File: src/rtl/g_alu_seq.sv
// g_alu_seq: handshaked RV32I-style ALU with a one-entry output register and an iterative shifter.
// Non-shift ops and zero-amount shifts complete at the accept edge; other shifts step SHIFT_STEP bits per cycle.
module g_alu_seq #(
  parameter int XLEN       = 32,
  parameter int SHIFT_STEP = 1,
  parameter int TAG_W      = 4
) (
  input  logic             clk_i,
  input  logic             rst_ni,
  input  logic             flush_i,
  input  logic             in_valid_i,
  output logic             in_ready_o,
  input  logic [XLEN-1:0]  input0_i,
  input  logic [XLEN-1:0]  input1_i,
  input  logic [2:0]       funct3_i,
  input  logic             funct7_i,
  input  logic             op_imm_i,
  input  logic [TAG_W-1:0] tag_i,
  output logic             out_valid_o,
  input  logic             out_ready_i,
  output logic [XLEN-1:0]  output_o,
  output logic             zero_o,
  output logic             carry_o,
  output logic             overflow_o,
  output logic [TAG_W-1:0] tag_o
);
  localparam int SW = $clog2(XLEN);
  localparam int RW = SW + 1;
  localparam logic [RW-1:0] STEP = RW'(SHIFT_STEP);

  typedef enum logic {IDLE, SHIFT} state_t;
  state_t r_state, w_state_nxt;

  logic [XLEN-1:0]  r_work, r_out;
  logic [RW-1:0]    r_rem;
  logic             r_left, r_arith, r_valid, r_zero, r_carry, r_ovf;
  logic [TAG_W-1:0] r_ptag, r_tag;

  logic             w_accept, w_sub, w_multi, w_load, w_done, w_ovf, w_carry;
  logic [SW-1:0]    w_shamt;
  logic [XLEN-1:0]  w_b, w_alu, w_res, w_sra, w_shifted;
  logic [XLEN:0]    w_sum;
  logic [RW-1:0]    w_s, w_rem_nxt;

  assign w_shamt = input1_i[SW-1:0];
  assign w_sub   = funct3_i == 3'd0 && funct7_i && !op_imm_i;
  assign w_b     = w_sub ? ~input1_i : input1_i;
  assign w_sum   = {1'b0, input0_i} + {1'b0, w_b} + (XLEN+1)'(w_sub);
  assign w_ovf   = (input0_i[XLEN-1] == w_b[XLEN-1]) && (w_sum[XLEN-1] != input0_i[XLEN-1]);
  assign w_carry = funct3_i == 3'd0 && w_sum[XLEN];
  assign w_multi = (funct3_i == 3'd1 || funct3_i == 3'd5) && w_shamt != '0;

  always_comb begin
    w_alu = input0_i;
    case (funct3_i)
      3'd0:    w_alu = w_sum[XLEN-1:0];
      3'd2:    w_alu = XLEN'($signed(input0_i) < $signed(input1_i));
      3'd3:    w_alu = XLEN'(input0_i < input1_i);
      3'd4:    w_alu = input0_i ^ input1_i;
      3'd6:    w_alu = input0_i | input1_i;
      3'd7:    w_alu = input0_i & input1_i;
      default: w_alu = input0_i;
    endcase
  end

  // Last step may be shorter than SHIFT_STEP so the total never overshoots shamt
  assign w_s       = r_rem < STEP ? r_rem : STEP;
  assign w_rem_nxt = r_rem - w_s;
  assign w_sra     = $signed(r_work) >>> w_s;
  assign w_shifted = r_left ? r_work << w_s : r_arith ? w_sra : r_work >> w_s;

  always_ff @(posedge clk_i or negedge rst_ni) begin
    if (!rst_ni) r_state <= IDLE;
    else r_state <= w_state_nxt;
  end

  always_comb begin
    w_state_nxt = flush_i ? IDLE :
                  (r_state == IDLE && w_accept && w_multi) ? SHIFT :
                  (r_state == SHIFT && w_rem_nxt == '0) ? IDLE : r_state;
  end

  always_comb begin
    in_ready_o = r_state == IDLE && (!r_valid || out_ready_i) && !flush_i;
    w_accept   = in_valid_i && in_ready_o;
    w_done     = r_state == SHIFT && w_rem_nxt == '0;
    w_load     = !flush_i && ((w_accept && !w_multi) || w_done);
    w_res      = w_done ? w_shifted : w_alu;
  end

  always_ff @(posedge clk_i or negedge rst_ni) begin
    if (!rst_ni) begin
      r_valid <= 1'b0;
      r_rem   <= '0;
      r_work  <= '0;
      r_left  <= 1'b0;
      r_arith <= 1'b0;
      r_ptag  <= '0;
      r_out   <= '0;
      r_zero  <= 1'b0;
      r_carry <= 1'b0;
      r_ovf   <= 1'b0;
      r_tag   <= '0;
    end else begin
      r_valid <= flush_i ? 1'b0 : w_load ? 1'b1 : r_valid && !out_ready_i;
      r_rem   <= flush_i ? '0 : (w_accept && w_multi) ? RW'(w_shamt) : r_state == SHIFT ? w_rem_nxt : r_rem;
      if (w_accept && w_multi) begin
        r_work  <= input0_i;
        r_left  <= funct3_i == 3'd1;
        r_arith <= funct7_i;
        r_ptag  <= tag_i;
      end else if (r_state == SHIFT && !flush_i) begin
        r_work <= w_shifted;
      end
      if (w_load) begin
        r_out   <= w_res;
        r_zero  <= w_res == '0;
        r_carry <= !w_done && w_carry;
        r_ovf   <= !w_done && funct3_i == 3'd0 && w_ovf;
        r_tag   <= w_done ? r_ptag : tag_i;
      end
    end
  end

  assign out_valid_o = r_valid;
  assign output_o    = r_out;
  assign zero_o      = r_zero;
  assign carry_o     = r_carry;
  assign overflow_o  = r_ovf;
  assign tag_o       = r_tag;
endmodule

File: config.mk
export PLATFORM = sky130hd
export DESIGN_NAME = g_alu_seq
export DESIGN_NICKNAME = d
export VERILOG_FILES = /design/src/rtl/g_alu_seq.sv
export SDC_FILE = /design/constraint.sdc
export NUM_CORES = 1
export LEC_CHECK = 0
export CAP_MARGIN = 25
export CORE_MARGIN = 3
export CORE_UTILIZATION = 55
export CTS_BUF_LIST = sky130_fd_sc_hd__clkbuf_16
export DETAILED_ROUTE_END_ITERATION = 7
export GPL_TIMING_DRIVEN = 1
export PLACE_DENSITY = 0.83
export SLEW_MARGIN = 10
export SYNTH_ARGS = -nofsm -noshare
export SYNTH_HDL_FRONTEND = slang
export SYNTH_SLANG_ARGS = --single-unit
File: constraint.sdc
create_clock -name clk_i -period 6.9 [get_ports clk_i]
set_clock_uncertainty 0.1 [all_clocks]
set_input_delay 2.07 -clock clk_i [delete_from_list [all_inputs] [get_ports clk_i]]
set_output_delay 2.07 -clock clk_i [all_outputs]
set_load 0.1 [all_outputs]
* Word-level counts from Yosys, hierarchy flattened *
Index checks and enable logic that the tools add are counted.

storage, ports and cells
  output and inout bits = 41
  bits of input ports = 78
  register bits = 85
  word-level logic and storage cells = 87

cells by class
  order comparisons = 3
  $add $sub $neg = 3
  equality and inequality tests = 9
  muxes and demuxes = 17
  bitwise logic cells = 5
  shift operators = 3
  reductions and logical operators = 35

operators with widths
  kind                  count
  $mux W32              6
  $pmux W32 S6          1
  $lt A32 B32 Y1        2
  $add A32 B32 Y33      1
  $add A33 B1 Y33       1
  $and A32 B32 Y32      1
  $logic_not A32 Y1     1
  $not A32 Y32          1
  $or A32 B32 Y32       1
  $shl A32 B6 Y32       1
  $shr A32 B6 Y32       1
  $sshr A32 B6 Y32      1
  $xor A32 B32 Y32      1
  $mux W6               4
  $logic_and A1 B1 Y1   19
  $eq A3 B3 Y1 const B  4
  $eq A3 B2 Y1 const B  2
  $logic_not A1 Y1      6
  $logic_not A6 Y1      1
  $lt A6 B1 Y1 const B  1
  $reduce_bool A3 Y1    2
  $sub A6 B6 Y6         1
  $mux W1               5
  $reduce_bool A5 Y1    1
  8 further kinds       10

* Logic depth before layout (Yosys ltp) *
  word-level depth = 10
  mapped depth = 22
  mapped depth without buffers = 16

* Worst setup path after synthesis *
Ideal clock, no wire load.

  path kind = input port to output port
  start = input port out_ready_i
  end = output port in_ready_o
  data required time = 4.730 ns
  cell stages on the path = 2
  path slack = 0.224 ns
  path buffers = 0
  arrival time = 4.506 ns
  path through = nand2b_1 > nor3b_1

on the way
  cells in the longest elaborated chain, start to end = 3

ends and longest elaborated chain
  item                               line  source
  from (decl)                        20    input logic out_ready_i,
  $logic_or A1 B1 Y1                 84    in_ready_o = r_state == IDLE && (!r_valid || out_ready_i) && !flush_i;
  $logic_and A1 B1 Y1 (2 in series)  84
  to (decl)                          12    output logic in_ready_o,

Every way passes these cells.

* Worst setup path after layout *
  start = input port funct3_i[1]
  end = register r_zero (netlist: zero_o)

on the way
  cells in the longest elaborated chain, start to end = 9
  elaborated cells between the ends (all ways) = 22
  classes of those cells = add/sub (2); eq/ne (7); mux (3); reduce/logical (10)

ends and longest elaborated chain
  item                               line    source
  from (decl)                        15      input logic [2:0] funct3_i,
  $logic_not A3 Y1                   46, 55
  $logic_and A1 B1 Y1 (2 in series)  46      assign w_sub = funct3_i == 3'd0 && funct7_i && !op_imm_i;
  $mux W32                           47      assign w_b = w_sub ? ~input1_i : input1_i;
  $add A32 B32 Y33                   48      assign w_sum = {1'b0, input0_i} + {1'b0, w_b} + (XLEN+1)'(w_sub);
  $add A33 B1 Y33                    48
  $pmux W32 S6                       55      case (funct3_i)
  $mux W32                           88      w_res = w_done ? w_shifted : w_alu;
  $logic_not A32 Y1                  117     r_zero <= w_res == '0;
  to (signal assigned)               100     r_zero <= 1'b0;
  to (signal assigned)               117
  to (decl)                          36      logic r_left, r_arith, r_valid, r_zero, r_carry, r_ovf;

Several ways; a longest one is shown, not always the timed one.
A chain may end at the register's enable or synchronous reset.

==> parameters.txt <==
Parameter                              Value

Outcome
  Status ... complete, no violations

Min path
  Worst hold path type ... reg -> reg

Routing
  Post-DRT Antenna Nets ... 0
  Vias per inst ... 6.36
  Post-detailed-routing wire length ... 32700 um
  Drt initial violations ... between 1000 and 1500
  Drt wl/cell ... 20.6 um
  Total number of vias ... 10077
  First-pass DRT Iterations ... 5
  Final routed DRC violation total ... 0

Clocking
  TritonCTS Buffers ... 9
  Number of buffers on the longest clock path ... 2
  Number of resized instances in the post-cts repair step ... 0
  Maximum level of the CTS H-tree ... 3
  Cts-stage hold buffer count ... 0
  Number of sinks on the clock net ... 85
  CTS root buffer ... clkbuf_16
  Clock insertion delay at the later pin of the skew report ... 0.34 ns
  TritonCTS clock tree ... done
  Reg clk slew, reported paths ... around 0.070 ns
  Post-CTS Repair Setup Buffers ... 0

Global route
  Via count of the first global-routing pass ... 9552
  Largest net degree at the start of global routing ... 79
  GR met2 Demand/Resource ... 0.481
  Met1 Track Usage GR ... 0.475
  Overflow left after global routing ... 0
  Met3 usage in global routing ... 0.0777
  Top Usage Layer GRT ... met2
  Total global-route track usage ... 0.326
  Number of antenna violations at the first check in global routing ... 0
  Wire length of the first global-routing pass ... 51700 um

Synthesis
  Post-synth top area cell ... dfrtp_1
  Fraction of registers with async set/reset ... 1.00
  Cell types occupying the most area after synthesis ... dfrtp_1 (22%), ha_1 (17%), nand2_1 (6.4%), o21ai_0 (5.1%), a21oi_1 (4.9%)
  Number of warnings issued by yosys ... 0
  Proportion of netlist area held by the largest area contributor ... 0.217
  Synthesized area per cell ... 7.76 sq um
  Flip-flop and latch count after synthesis ... 85
  Number of enable flip-flop cells after synthesis ... 0
  Most instantiated flip-flop cell in the synthesis netlist ... dfrtp_1
  Register area share after synthesis ... 0.217
  Post-synthesis instance area ... 9790 sq um
  Post-synthesis instance total ... 1262
  Count of unique library cells instantiated by Yosys ... between 70 and 80
  Syn Nets ... around 1500

Setup path
  Crit path largest cell delay ... 0.64 ns
  Top Family by Delay on Critical Path ... compound AO/OA/AOI/OAI gates
  Maximum net fanout on the critical path ... 32
  Required time reported for the critical path endpoint ... 7.08 ns
  Cells traversed along the worst timing path ... clkdlybuf4s50_1 -> nor3_1 -> nand3b_1 -> buf_4 -> xnor2_1 -> ha_1 -> nand2_1 -> o21ai_0 -> a22oi_1 -> a211oi_1 -> o21ai_1 -> nor2b_1 -> a221oi_1 -> o2111ai_1 -> or3_1 -> nor3_1 -> a32o_2
  Classification of the worst setup path ... in -> reg
  Crit path buf inv count ... 2
  CP Launch Type ... input pin
  Arrival @ worst endpoint ... 6.76 ns
  Cell type of the slowest stage on the worst timing path ... a221oi_1
  Library cell appearing most often on the critical path ... nor3_1
  Endpoint kind of the worst setup timing path ... flop

Timing
  Transition time at the pin with the least slew margin ... 1.10 ns
  Worst slew margin ... 0.270
  Accumulated negative setup slack ... 0 ns
  Max Fclk ... roughly 0.15 GHz
  Max Slew Vio Count ... 0
  Final number of setup-violating endpoints ... 0
  Final hold viol count ... 0
  Post-layout min period ... 6.58 ns
  Hold WS ... 0.380 ns
  RSZ-0062 raised after global routing ... false
  Post-route clock period utilization ... 0.953
  Post-layout worst setup margin ... 0.322 ns

Cells and area
  # fillers ... 1489
  Layout area overhead ... 18.5%
  Fraction of layout instances using a drive strength above 1 ... 0.0574
  Post-layout util ... 0.669
  Antenna Cells ... 0
  Number of nets at the end of the flow ... 1568

Pwr
  Pwr/cell area ... approximately 270 nW/um^2
  Static power due to leakage ... 5.34 nW
  Maximum resistive drop on vdd ... 0.373 mV
  Power consumption ... 3.16 mW

Floorplan
  Full die area ... roughly 20000 sq um
  Starting utilization of the core area ... 0.564
  Die span in x ... 139 um
  Boundary pin count ... 119
  Std-Cell Rows ... between 40 and 50
  Placeable core region ... 17400 sq um
  Die Y-Extent ... 139 um

Placed design
  Number of buffers added on ports ... 118
  DPL Wire Length ... about 25000 um
  Routability Congestion ... 0.996
  Setup WS pre-CTS ... 0.136 ns

Run
  Max-cap violations ... 0
[sequential cells by signal, summed over array words and instances, names as in the netlist]
| signal | flops |
|---|---|
| r_work | 32 |
| r_ptag | 4 |
| tag_o | 4 |
| r_arith | 1 |
| zero_o | 1 |
| r_rem | 6 |
| output_o | 32 |
| r_left | 1 |
| out_valid_o | 1 |
| carry_o | 1 |
| overflow_o | 1 |
| r_state | 1 |
[worst register-to-register path, delay by kind of cell (launching register included)]
family,cells,cell delay [ns]
adders and majority gates,1,0.17
and+or+nand+nor,10,2.99
AOI/OAI and AO/OA,3,1.09
DFF,1,0.44
[stage by stage]
stage                     area, sq um  instances
after floorplan                  9790       1262
after global placement          11200       1565
after detailed placement        11200       1565
after CTS                       11500       1581
after global routing            11600       1584
final                           11600       1584
[synthesized netlist by cell type (all sizes together) (20+ instances only)]
cell type / n
mux2i: 41
inv: 95
nor2: 80
o211ai: 26
nor3: 28
nand3: 20
o21ai: 103
nand2: 167
buf: 20
a21oi: 95
ha: 135
dfrtp: 85
clkbuf: 54
xnor2: 47
a221o: 31
[path summary, 6_finish.rpt]
check	startpoint	end	slack, ns	cells past startpoint
min	output_o[11]$_DFFE_PN0P_	output_o[11]$_DFFE_PN0P_	0.38	2
min reg2reg	output_o[11]$_DFFE_PN0P_	output_o[11]$_DFFE_PN0P_	0.38	2
max reg2reg	r_rem[2]$_DFFE_PN0P_	zero_o$_DFFE_PN0P_	2.05	14
max in group asynchronous	rst_ni	zero_o$_DFFE_PN0P_	4.45	3
min in group asynchronous	rst_ni	r_rem[2]$_DFFE_PN0P_	1.43	1
max	funct3_i[1]	zero_o$_DFFE_PN0P_	0.32	17
[layout make-up]
type	count	area, sq um	share of cell area
multi-input cells	1008	7040	0.606
repair buffers	155	1480	0.128
clock inverters	7	97.6	0.00841
flip-flops and latches	85	2130	0.183
well taps	225	282	0.0243
clock buffers	9	225	0.0194
inverters	95	357	0.0307
[power breakdown]
group,leakage [nW],total (mW),switching (mW),internal [mW]
Combinational,4.11,1.82,1.25,0.578
Sequential,1.07,0.806,0.144,0.662
Clock,0.152,0.526,0.208,0.318
Total,5.34,3.16,1.60,1.56
[placed cells by master (no fill, tap or decap), drive strengths merged, types with 14 or more instances in the layout]
| master | Yosys | routed |
|---|---|---|
| nand2 | 167 | 167 |
| nand2b | 14 | 14 |
| nand3 | 20 | 20 |
| nor2 | 80 | 80 |
| nor3 | 28 | 28 |
| xnor2 | 47 | 47 |
| a21oi | 95 | 95 |
| mux2i | 41 | 41 |
| o211ai | 26 | 26 |
| o21ai | 103 | 103 |
| ha | 135 | 135 |
| buf | 20 | 41 |
| a221o | 31 | 31 |
| dfrtp | 85 | 85 |
| clkdlybuf4s50 | 0 | 114 |
| inv | 95 | 96 |
[per-layer routing]
layer | wire, um | up-vias
met5 | 0 | -
met4 | 856 | 0
met3 | 3360 | 75
met2 | 13900 | 559
met1 | 14600 | 4730
li1 | - | 4713
[cell families after synthesis]
kind of cell | synth area share
AND/OR/NAND/NOR | 0.177
XOR/XNOR | 0.0483
AO/OA/AOI/OAI | 0.270
adder cells (fa/ha/maj) | 0.175
flip-flops | 0.217
multiplexers | 0.0476
buffers and inverters | 0.0655
No activity file was read; power rests on OpenSTA's default activity.
